File: config.mk
export PLATFORM = sky130hd
export DESIGN_NAME = weight_stream_reader
export DESIGN_NICKNAME = d
export VERILOG_FILES = /design/src/rtl/weight_stream_reader.sv
export SDC_FILE = /design/constraint.sdc
export NUM_CORES = 1
export LEC_CHECK = 0
export ABC_CLOCK_PERIOD_IN_PS = 4400
export CELL_PAD_IN_SITES_DETAIL_PLACEMENT = 0
export CELL_PAD_IN_SITES_GLOBAL_PLACEMENT = 1
export CORE_MARGIN = 4
export CORE_UTILIZATION = 44
export CTS_BUF_LIST = sky130_fd_sc_hd__clkbuf_4 sky130_fd_sc_hd__clkbuf_8 sky130_fd_sc_hd__clkbuf_16
export DETAILED_ROUTE_END_ITERATION = 7
export PLACE_DENSITY_LB_ADDON = 0.1
export SLEW_MARGIN = 30
export SYNTH_ARGS = -nofsm -noshare
export SYNTH_HDL_FRONTEND = slang
export SYNTH_SLANG_ARGS = --single-unit
File: constraint.sdc
create_clock -name CLK -period 4.4 [get_ports CLK]
set_input_delay 0.44 -clock CLK [delete_from_list [all_inputs] [get_ports CLK]]
set_output_delay 0.44 -clock CLK [all_outputs]
set_load 0.1 [all_outputs]
File: src/rtl/weight_stream_reader.sv
// rtl/weight_stream_reader.sv - streams DEPTH weights from a negedge BRAM to a MAC over valid/ready
// Optional running checksum of transferred words: define WEIGHT_STREAM_CHECKSUM_EN.
module weight_stream_reader #(
  parameter int DEPTH  = 28,
  parameter int ADDR_W = 5,
  parameter int DATA_W = 16
) (
  input  logic              CLK,
  input  logic              RST,
  input  logic              START,
  output logic [ADDR_W-1:0] BRAM_ADDR,
  output logic              BRAM_EN,
  output logic              BRAM_WE,
  input  logic [DATA_W-1:0] BRAM_DO,
  output logic [DATA_W-1:0] W_DATA,
  output logic              W_VALID,
  input  logic              W_READY,
  output logic [ADDR_W-1:0] W_INDEX,
  output logic              W_LAST,
  output logic              BUSY,
  output logic              DONE
`ifdef WEIGHT_STREAM_CHECKSUM_EN
  ,
  output logic [DATA_W+ADDR_W-1:0] CHECKSUM
`endif
);

  localparam logic [ADDR_W-1:0] LAST_ADDR = ADDR_W'(DEPTH - 1);

  typedef enum logic [1:0] {S_IDLE, S_FETCH, S_DRAIN, S_DONE} state_t;

  state_t            state, state_nxt;
  logic [ADDR_W-1:0] ptr, ptr_nxt;
  logic [1:0]        count;
  logic [1:0]        occ;
  logic              rd_ptr, wr_ptr;
  logic              push, pop, issue, start_ok;

  logic [DATA_W-1:0] buf_data  [2];
  logic [ADDR_W-1:0] buf_index [2];
  logic              buf_last  [2];

  // The read issued last cycle lands in the buffer on this edge.
  assign push    = BRAM_EN;
  assign W_VALID = (count != 2'd0);
  assign pop     = W_VALID && W_READY;
  // Occupancy after this edge, before any new issue; issuing keeps it <= 2.
  assign occ     = count + 2'(push) - 2'(pop);

  assign W_DATA  = W_VALID ? buf_data[rd_ptr]  : '0;
  assign W_INDEX = W_VALID ? buf_index[rd_ptr] : '0;
  assign W_LAST  = W_VALID && buf_last[rd_ptr];
  assign BRAM_WE = 1'b0;
  assign BUSY    = (state == S_FETCH) || (state == S_DRAIN);
  assign DONE    = (state == S_DONE);

  always_comb begin
    state_nxt = state;
    ptr_nxt   = ptr;
    issue     = 1'b0;
    start_ok  = 1'b0;
    case (state)
      S_IDLE, S_DONE: begin
        if (START) begin
          start_ok  = 1'b1;
          ptr_nxt   = '0;
          state_nxt = S_FETCH;
        end else if (state == S_DONE) begin
          state_nxt = S_IDLE;
        end
      end
      S_FETCH: begin
        if (occ < 2'd2) begin
          issue = 1'b1;
          if (ptr == LAST_ADDR) begin
            state_nxt = S_DRAIN;
          end else begin
            ptr_nxt = ptr + 1'b1;
          end
        end
      end
      S_DRAIN: begin
        if (occ == 2'd0) begin
          state_nxt = S_DONE;
        end
      end
      default: state_nxt = S_IDLE;
    endcase
  end

  always_ff @(posedge CLK) begin
    if (RST) begin
      state     <= S_IDLE;
      ptr       <= '0;
      BRAM_ADDR <= '0;
      BRAM_EN   <= 1'b0;
      count     <= 2'd0;
      rd_ptr    <= 1'b0;
      wr_ptr    <= 1'b0;
    end else begin
      state   <= state_nxt;
      ptr     <= ptr_nxt;
      BRAM_EN <= issue;
      count   <= occ;
      if (issue) BRAM_ADDR <= ptr;
      if (push)  wr_ptr    <= ~wr_ptr;
      if (pop)   rd_ptr    <= ~rd_ptr;
    end
  end

  // Entries are gated by count, so storage needs no reset.
  always_ff @(posedge CLK) begin
    if (push && !RST) begin
      buf_data[wr_ptr]  <= BRAM_DO;
      buf_index[wr_ptr] <= BRAM_ADDR;
      buf_last[wr_ptr]  <= (BRAM_ADDR == LAST_ADDR);
    end
  end

`ifdef WEIGHT_STREAM_CHECKSUM_EN
  always_ff @(posedge CLK) begin
    if (RST || start_ok) begin
      CHECKSUM <= '0;
    end else if (pop) begin
      CHECKSUM <= CHECKSUM + (DATA_W + ADDR_W)'(W_DATA);
    end
  end
`endif

endmodule

==> reports/results.ini <==
[layout]
stdcell_area_um2=3337
n_fill_cell=483
layout.nets=279
syn_to_final_growth_pct=29.34
drive_above_1_share_pct=8.140
ff_latch_area_um2=1682
antenna_cells=0
multi_input_area_um2=838.3
stdcell_count=330

[setup_path]
r2r_slack_ps=1760
timing.rr.end=ptr[3]
r2r_start=count[1]
worst-setup-path-type=flip-flop to output pin
critPathRequiredTime_ps=3960
crit_path_start_kind=flip-flop
critPathCapture=W_LAST
path_max_fanout=19
reg2regPathDepth=9
crit_path_end_kind=output pin
crit_arrival_ps=2540

[floorplanning]
start_util_pct=46.01
row_count=27
die_area_um2=7153
fp.dieH_um=84.58
ios=52
dieWidth_um=84.58
core_um2=5608

[sta]
fin_crit_ps=2983
max_slew_margin_pct=34.32
skew_ps=5.091
rsz0062_at_grt=no
tightest_slew_ps=982.1
finalMaxSlewViolations=0
fmax_mhz=335.2
fin_crit_sh_pct=67.79
finalHoldViolCount=0
fin_setup_tns_ps=0
setup_viol=0

[yosys]
synth-edff-count=44
synth_area_leaders=edfxtp_1 51%, dfxtp_1 14%, mux2i_1 8.5%, nor2_1 4.2%, ha_1 2.9%
syn-cell-area_um2=2580
yosysSeqAreaShare_pct=65.18
synth_top_family_by_area=simple AND/OR/NAND/NOR gates
synthXorXnorAreaFrac_pct=2.522
synth-compound-area-share_pct=5.092
async_reset_ff_share_pct=0
synth_common_cells=44 x edfxtp_1, 29 x nor2_1, 22 x mux2i_1
avgSynthCellArea_um2=12.90
synth-simple-area-share_pct=12.32
ys_warn_count=0
synth_flop_cell=edfxtp_1
synth_top_area_share_pct=51.21
synthAdderAreaFrac_pct=2.910
syn_nets=226
yosysTopAreaCell=edfxtp_1
ys_seq_elements=62
yosysMostFrequentCell=edfxtp_1
yosysUniqueCellTypes=34
synthMuxAreaShare_pct=8.972
netlist_instances=200

[cts]
clock_path_buffers=2
cts_tree=built
root_buffer=clkbuf_8
clk_pin_slew_ps=60
htreeDepth=3
clock_latency_ps=330
cts_setup_buffers=0
cts_made_buffers=9
cts_sinks=62
holdBufCountCts=0
cts_resized=0

[drt]
drt_iter0_markers=65
num_vias=1693
avgViaCountPerCell=5.130
route.detailed.drc=0
firstDrtPassIters=3
wire_per_inst_um=14.05
drtAntennaViolNets=0
wirelength_um=4635

[outcome]
status=finished, final reports clean

[global_routing]
grt_overflow_total=0
antenna_found_initial=0
busiest_layer=met2
grt_pass1_wl_um=7983
grt_use_met2_pct=23.70
grtUsageTotal_pct=14.29
grt_pass1_vias=1691
grt_start_max_net_pins=25
met3_usage_pct=3.238
grt_use_met1_pct=16.81

[placed_design]
dp_cells=314
placed_cell_area_um2=3143
hpwl_um=3109
place_congestion=0.8025
port_buffers=50

[hold_path]
worstHoldPathType=flip-flop to flip-flop

[run]
maxCapViolCount=0

==> registers in the layout, summed over array words and instances (netlist names), named ones only <==
name and cells:
buf_data 32, count 2, BRAM_EN 1, BRAM_ADDR 5
rd_ptr 1, state 2, wr_ptr 1, ptr 5
buf_index 10, buf_last 2
==> final cells by class <==
| cell class | count | area share, % |
|---|---|---|
| Sequential cell | 62 | 50.39 |
| Multi-Input combinational cell | 122 | 25.12 |
| Timing Repair Buffer | 52 | 15.45 |
| Clock buffer | 11 | 4.162 |
| Tap cell | 72 | 2.700 |
| Clock inverter | 5 | 1.500 |
| Inverter | 6 | 0.6749 |
==> per-stage QoR <==
| step | hold slack [ps] | util (%) | setup slack [ps] |
|---|---|---|---|
| floorplan | 465.6 | - | 1199 |
| global placement | 494.3 | 56.02 | 1433 |
| detailed placement | 495.8 | 56.05 | 1390 |
| CTS | 504.8 | 59.42 | 1277 |
| global route | 542.9 | 59.50 | 1288 |
| finish | 504.0 | 59.50 | 1417 |
==> worst min-delay path by stage <==
stage                            start         endpoint  slack, ps  cells past startpoint
after floorplan               state[1]         state[1]        470                      2
after global placement        state[0]         state[0]        490                      2
after detailed placement  BRAM_ADDR[3]     BRAM_ADDR[3]        500                      2
after CTS                 BRAM_ADDR[3]     BRAM_ADDR[3]        500                      2
after global routing      BRAM_ADDR[3]  buf_index[0][3]        540                      0
final                         state[0]         state[0]        500                      2
==> critical path: stages (launching register included) <==
cell	delay [ps]
dfxtp_1	420
buf_4	350
mux2i_1	120
nor2_1	150
clkdlybuf4s50_1	1150
==> placed cells by master (no fill, tap or decap), drive strengths merged, types with 3 or more instances in the layout <==
cell type,netlist,final
clkdlybuf4s50,0,50
edfxtp,44,44
nor2,29,29
mux2i,22,22
dfxtp,18,18
nand2,12,12
clkbuf,5,11
a21oi,10,10
nand3,9,9
inv,6,6
ha,6,6
o21ai,5,5
nor2b,3,3
nand4,3,3
a21boi,3,3
clkinv,0,3
==> per-layer routing <==
layer	up-vias	wire length [um]
li1	831	-
met1	821	2089
met2	31	2268
met3	10	187
met4	0	90
met5	-	0
==> kinds of logic after synthesis <==
| group | Yosys count |
|---|---|
| adders and majority gates | 6 |
| and+or+nand+nor | 66 |
| DFF | 62 |
| AOI/OAI and AO/OA | 22 |
| xor gates and xnor gates | 4 |
| other | 1 |
| muxes | 23 |
| buffers and inverters | 16 |
Power is left out: the tool's default activity adds up to more than one toggle a clock period on the data nets, which glitch-free logic cannot reach.
